`src/rtl/clk_div_pkg.sv`:
```
`default_nettype none
// ============================================================================
//  Module   : clk_div_pkg
//  Purpose  : Shared defaults, game-rate half-periods (100 MHz master clock)
//             and a select-width helper for the clock divider bank.
//  Revision : 1.0  initial release
// ============================================================================
package clk_div_pkg;

    // Counter width that covers a 100 MHz -> 1 Hz half-period.
    localparam int CNT_W_DEF    = 27;
    // Half-period loaded into every channel at reset (1 Hz at 100 MHz).
    localparam int DEF_HALF_DEF = 50_000_000;

    // Half-periods, in 100 MHz master cycles, for the game's rates.
    localparam int ONE_HZ_HALF  = 50_000_000;  // 1 Hz seconds tick
    localparam int DISPLAY_HALF = 50_000;      // 1 kHz display multiplex
    localparam int FALL_HALF    = 25_000_000;  // 2 Hz piece fall
    localparam int PIXEL_HALF   = 2;           // 25 MHz pixel clock

    // Channel-select width; never zero so a single-channel bank still has a port.
    function automatic int sel_width(input int n);
        return (n > 1) ? $clog2(n) : 1;
    endfunction

endpackage
`default_nettype wire

```
`src/rtl/clk_div_ch.sv`:
```
`default_nettype none
// ============================================================================
//  Module   : clk_div_ch
//  Purpose  : One 50%-duty divider channel with a pending-divisor register
//             that is applied only at a full-period boundary (or at once
//             while the channel is disabled).
//  Revision : 1.0  initial release
// ============================================================================
module clk_div_ch
    import clk_div_pkg::*;
#(
    parameter int CNT_W    = CNT_W_DEF,
    parameter int DEF_HALF = DEF_HALF_DEF
) (
    input  logic             clk_i,
    input  logic             rst_ni,
    input  logic             en_i,
    input  logic             pause_i,
    input  logic             wr_i,
    input  logic [CNT_W-1:0] val_i,
    output logic             clk_o,
    output logic             tick_o,
    output logic             ack_o
);

    localparam logic [CNT_W-1:0] c_one      = CNT_W'(1);
    localparam logic [CNT_W-1:0] c_def_half = CNT_W'(DEF_HALF);

    logic [CNT_W-1:0] cnt_q, cnt_d;
    logic [CNT_W-1:0] half_q, half_d;
    logic [CNT_W-1:0] pend_val_q, pend_val_d;
    logic             pend_q, pend_d;
    logic             clk_q, clk_d;
    logic             tick_q, tick_d;
    logic             ack_q, ack_d;

    logic [CNT_W-1:0] w_h;
    logic             w_apply;

    // A zero divisor behaves as one so the channel always toggles.
    assign w_h = (half_q == '0) ? c_one : half_q;

    // Next-state: count/toggle, boundary apply of the pending divisor, capture of writes.
    always_comb begin
        cnt_d      = cnt_q;
        half_d     = half_q;
        pend_val_d = pend_val_q;
        pend_d     = pend_q;
        clk_d      = clk_q;
        tick_d     = 1'b0;
        ack_d      = 1'b0;
        w_apply    = 1'b0;

        if (!pause_i) begin
            if (!en_i) begin
                cnt_d   = '0;
                clk_d   = 1'b0;
                w_apply = pend_q;
            end else if (cnt_q == w_h - c_one) begin
                cnt_d   = '0;
                clk_d   = ~clk_q;
                tick_d  = ~clk_q;
                // Only the falling wrap closes a full period.
                w_apply = clk_q & pend_q;
            end else begin
                cnt_d = cnt_q + c_one;
            end
        end

        if (w_apply) begin
            half_d = pend_val_q;
            pend_d = 1'b0;
            ack_d  = 1'b1;
        end

        // A write on the apply cycle lands after the old value was consumed,
        // so it stays pending for the next boundary.
        if (wr_i) begin
            pend_val_d = val_i;
            pend_d     = 1'b1;
        end
    end

    // Channel state register with asynchronous active-low reset.
    always_ff @(posedge clk_i or negedge rst_ni) begin
        if (!rst_ni) begin
            cnt_q      <= '0;
            half_q     <= c_def_half;
            pend_val_q <= '0;
            pend_q     <= 1'b0;
            clk_q      <= 1'b0;
            tick_q     <= 1'b0;
            ack_q      <= 1'b0;
        end else begin
            cnt_q      <= cnt_d;
            half_q     <= half_d;
            pend_val_q <= pend_val_d;
            pend_q     <= pend_d;
            clk_q      <= clk_d;
            tick_q     <= tick_d;
            ack_q      <= ack_d;
        end
    end

    assign clk_o  = clk_q;
    assign tick_o = tick_q;
    assign ack_o  = ack_q;

endmodule
`default_nettype wire

```
`src/rtl/clk_div_bank.sv`:
```
`default_nettype none
// ============================================================================
//  Module   : clk_div_bank
//  Purpose  : Bank of NUM_CH independent 50%-duty clock dividers sharing one
//             divisor write port; each channel also emits a one-cycle tick
//             on its rising output edge.
//  Options  : CLK_DIV_BANK_PAUSE_EN - adds a global 'pause' input that
//             freezes every channel (writes are still captured).
//  Revision : 1.0  initial release
// ============================================================================
module clk_div_bank
    import clk_div_pkg::*;
#(
    parameter int NUM_CH   = 4,
    parameter int CNT_W    = CNT_W_DEF,
    parameter int DEF_HALF = DEF_HALF_DEF
) (
    input  logic                         master_clk,
    input  logic                         rst_n,
`ifdef CLK_DIV_BANK_PAUSE_EN
    input  logic                         pause,
`endif
    input  logic [NUM_CH-1:0]            ch_en,
    input  logic                         div_wr,
    input  logic [sel_width(NUM_CH)-1:0] div_sel,
    input  logic [CNT_W-1:0]             div_val,
    output logic [NUM_CH-1:0]            div_ack,
    output logic [NUM_CH-1:0]            clk_out,
    output logic [NUM_CH-1:0]            tick
);

    localparam int SEL_W = sel_width(NUM_CH);

    logic w_pause;

`ifdef CLK_DIV_BANK_PAUSE_EN
    assign w_pause = pause;
`else
    assign w_pause = 1'b0;
`endif

    // Out-of-range selects match no channel and are therefore dropped.
    for (genvar gi = 0; gi < NUM_CH; gi++) begin : g_ch
        logic w_wr;

        assign w_wr = div_wr && (div_sel == SEL_W'(gi));

        clk_div_ch #(
            .CNT_W    (CNT_W),
            .DEF_HALF (DEF_HALF)
        ) u_ch (
            .clk_i   (master_clk),
            .rst_ni  (rst_n),
            .en_i    (ch_en[gi]),
            .pause_i (w_pause),
            .wr_i    (w_wr),
            .val_i   (div_val),
            .clk_o   (clk_out[gi]),
            .tick_o  (tick[gi]),
            .ack_o   (div_ack[gi])
        );
    end

endmodule
`default_nettype wire

```
`config.mk`:
```
export PLATFORM = sky130hd
export DESIGN_NAME = clk_div_bank
export DESIGN_NICKNAME = d
export VERILOG_FILES = /design/src/rtl/clk_div_pkg.sv /design/src/rtl/clk_div_ch.sv /design/src/rtl/clk_div_bank.sv
export SDC_FILE = /design/constraint.sdc
export NUM_CORES = 1
export LEC_CHECK = 0
export ABC_AREA = 1
export CAP_MARGIN = 40
export CORE_UTILIZATION = 45
export DETAILED_ROUTE_END_ITERATION = 12
export GPL_ROUTABILITY_DRIVEN = 0
export HOLD_SLACK_MARGIN = 0.15
export PLACE_DENSITY = 0.6
export SYNTH_ARGS = -nofsm -noshare
export SYNTH_HDL_FRONTEND = slang
export SYNTH_SLANG_ARGS = --single-unit
```
`constraint.sdc`:
```
create_clock -name master_clk -period 3.3 [get_ports master_clk]
set_input_delay 0.495 -clock master_clk [delete_from_list [all_inputs] [get_ports master_clk]]
set_output_delay 0.495 -clock master_clk [all_outputs]
set_load 0.01 [all_outputs]
```
==> out/results.ini <==
[timing]
final.setup.tns_ns = 0
final-max-slew-violation-count = 0
worst_pin_slew_ns = 0.804
finalClockSkew_ns = 0.0140
fin_crit_sh_pct = 98.0
setup_violations = 0
setup_ws_ns = 0.0657
final_hold_viol_count = 0
fmax_mhz = 309
min_period_ns = 3.23
rsz0062_at_grt = yes
slew_headroom_pct = 46.3

[floorplan]
die_w_um = 212
die_area_um2 = 44800
rows = 76
core-area_um2 = 43300
dieHeight_um = 212
io_pins = 48
start_util_pct = 45.8

[global_routing]
grt_pass1_wl_mm = 88.7
overflow = 0
first_global_vias = 17200
antenna_found_initial = 1
grt_max_degree = 110
grt_usage_pct = 25.0

[final_layout]
nNetsFinal = 2811
fillCellCount = 4005
antenna_cells = 0
regArea_um2 = 8570
final_cell_count_no_fill = 3382
multiInputGateArea_um2 = 10200
synthToLayoutAreaGrowth_pct = 21.4
layout-drive-gt1-share_pct = 16.3

[clocking]
cts_tree = done
cts_buffers = 39
cts_root_buf = clkbuf_16
htree_levels = 2
clock_latency_ns = 0.56
clock_sinks = 340
cts.path.max_buffers = 3
path_clk_slew_ns = 0.06

[power]
intPower_mw = 10.0
p_comb_share_pct = 38.4
switching_share_pct = 37.2
power.leakage_nw = 11.6
powerDensity_nw_per_um2 = 663
seqPwrFrac_pct = 33.2
irDropWorstVdd_mv = 0.423
clockPowerShare_pct = 28.3
p_sw_mw = 5.93

[routing]
vias_per_cell = 5.25
wl_per_cell_um = 16.5
totalWireLength_mm = 55.8
drc_errors = 0
drt_iter0_drc = 1187
vias = 17700
ant_nets = 0
firstDrtPassIters = 7

[logic_synthesis]
synth_edf_count = 0
ys_warn_count = 0
ys_async_sr_fraction_pct = 100
ys_types = 57
synthCells = 2594
synth_nets = 2638
ys_seq_area_share_pct = 43.3
synth-main-ff-cell = dfrtp_1
synth-seq-cells = 340
netlist_area_um2 = 19800
avgSynthCellArea_um2 = 7.63

[critical_path]
end_kind = flop
worst_ep_required_time_ns = 3.74
r2r_slack_ns = 0.07
rr_startpoint = g_ch[3].u_ch.half_q[2]
crit_fanout = 7
worst-setup-path-type = reg2reg
critPathLaunchType = flop
arrival_ns = 3.67
r2r_cells = 21
rr_endpoint = g_ch[3].u_ch.half_q[18]

[hold_path]
hp-class = in2async

[place]
hpwl_mm = 39.6
dp.cells = 3254
place_ws_ns = -0.275
portBuffers = 47

[run]
cap_violations = 0

[outcome]
status = finished clean

[cell usage after synthesis (10+ instances only)]
library cell | number | area, um^2
inv_1 | 254 | 953
nor3_1 | 55 | 275
nand3_1 | 253 | 1270
inv_2 | 10 | 37.5
dfstp_2 | 48 | 1260
nand2_1 | 633 | 2380
xor2_1 | 144 | 1260
o21ai_0 | 119 | 596
dfrtp_1 | 292 | 7310
nand2_2 | 10 | 62.6
nor2_1 | 321 | 1200
nor2_2 | 24 | 150
nand4_1 | 147 | 920
nor4_1 | 20 | 125
clkbuf_1 | 47 | 176
buf_2 | 20 | 100
xnor2_1 | 71 | 622
nor3b_1 | 11 | 82.6
buf_4 | 18 | 135
a21oi_1 | 11 | 55.1
[kinds of logic after synthesis]
family                     share of synthesized area (%)
AOI/OAI and AO/OA                                   3.92
xor gates and xnor gates                            9.51
adders and majority gates                          0.506
buffers and inverters                               7.65
DFF                                                 43.3
and+or+nand+nor                                     35.1
[layout make-up]
cell class / count / area share, %
Clock inverter: 15 / 0.677
Sequential cell: 340 / 35.7
Multi-Input combinational cell: 1893 / 42.4
Tap cell: 585 / 3.05
Inverter: 267 / 4.18
Timing Repair Buffer: 226 / 9.13
Clock buffer: 56 / 4.92
[registers in the layout, indices dropped and copies added (netlist names)]
| name | flops |
|---|---|
| g_ch.u_ch.half_q | 108 |
| g_ch.u_ch.tick_o | 4 |
| g_ch.u_ch.ack_o | 4 |
| g_ch.u_ch.clk_o | 4 |
| g_ch.u_ch.pend_q | 4 |
| g_ch.u_ch.cnt_q | 108 |
| g_ch.u_ch.pend_val_q | 108 |
[through the flow]
step           instance area (um^2)  total power [mW]  hold slack, ns  util (%)
2_1_floorplan                 19800              9.10           0.199         -
3_3_place_gp                  21500              10.8           0.451      49.7
5_1_grt                       24000              17.0           0.485      55.5
6_report                      24000              15.9           0.455      55.5
3_5_place_dp                  21600              10.9           0.452      49.9
4_1_cts                       23100              15.5           0.464      53.3
[worst max-delay path, cell delays in order, from the launching register on]
cell and delay [ns]:
dfrtp_2 0.44, nor2_2 0.18, nand2_1 0.11, nor2_2 0.12
nand2_1 0.10, nor2_4 0.17, nor2_4 0.07, ha_4 0.17
nand2_4 0.08, nor2_4 0.04, nand4_1 0.14, inv_2 0.08
nand2_4 0.09, xor2_2 0.19, nand3_1 0.10, nor2_1 0.14
nand3_2 0.11, nor2_4 0.15, nand4_4 0.26, clkbuf_16 0.27
nand3_1 0.07, nand2_1 0.05
[cell usage in the layout, fill, tap and decap left out, types with 10 or more instances in the layout]
| master | count |
|---|---|
| nand2_1 | 612 |
| nor2_1 | 305 |
| dfrtp_1 | 291 |
| inv_1 | 248 |
| nand3_1 | 227 |
| buf_4 | 148 |
| nand4_1 | 147 |
| xor2_1 | 136 |
| o21ai_0 | 119 |
| xnor2_1 | 69 |
| nor3_1 | 53 |
| clkbuf_16 | 49 |
| dfstp_2 | 48 |
| clkdlybuf4s50_1 | 46 |
| nor2_2 | 30 |
| nand3_2 | 29 |
| nand2_2 | 23 |
| nor4_1 | 20 |
| nor2_4 | 18 |
| inv_2 | 16 |
| buf_12 | 12 |
| nor3b_1 | 11 |
| nand2_4 | 10 |
| a21oi_1 | 10 |
| clkbuf_8 | 10 |
[metal layers]
metal	vias up	GRT usage, %	part of all wire (%)
met2	438	40.2	47
met5	-	0	0
met1	8469	33.6	45
met3	128	3.86	4.8
met4	0	10.0	3.6
li1	8713	-	-
[timing repair]
item,in CTS,in global routing
setup endpoints to repair,58,229
hold endpoints to repair,51,0
hold buffers,1,0
buffers inserted,7,38
gates resized for setup,11,110
cloned,1,10
pin swaps,2,68
[power groups by stage]
stage	registers (mW)	logic, mW	clock network (mW)
2_1_floorplan	5.35	3.75	0
3_3_place_gp	5.38	5.38	0
3_5_place_dp	5.38	5.48	0
4_1_cts	5.29	5.59	4.63
5_1_grt	5.37	6.83	4.79
6_report	5.30	6.13	4.52
[worst max-delay path by stage]
stage                                       start                      end  slack [ns]  depth (start not counted)
after floorplan            g_ch[3].u_ch.half_q[7]   g_ch[3].u_ch.cnt_q[20]        0.21                         21
after global placement    g_ch[1].u_ch.half_q[21]  g_ch[1].u_ch.half_q[24]       -0.26                         21
after detailed placement  g_ch[1].u_ch.half_q[21]  g_ch[1].u_ch.half_q[24]       -0.28                         21
after CTS                 g_ch[2].u_ch.half_q[25]    g_ch[2].u_ch.cnt_q[2]       0.008                         21
after global routing      g_ch[3].u_ch.half_q[23]  g_ch[3].u_ch.half_q[25]        -0.1                         23
final                      g_ch[3].u_ch.half_q[2]  g_ch[3].u_ch.half_q[18]        0.07                         21
Note: power is estimated with default switching activity, not from simulation.
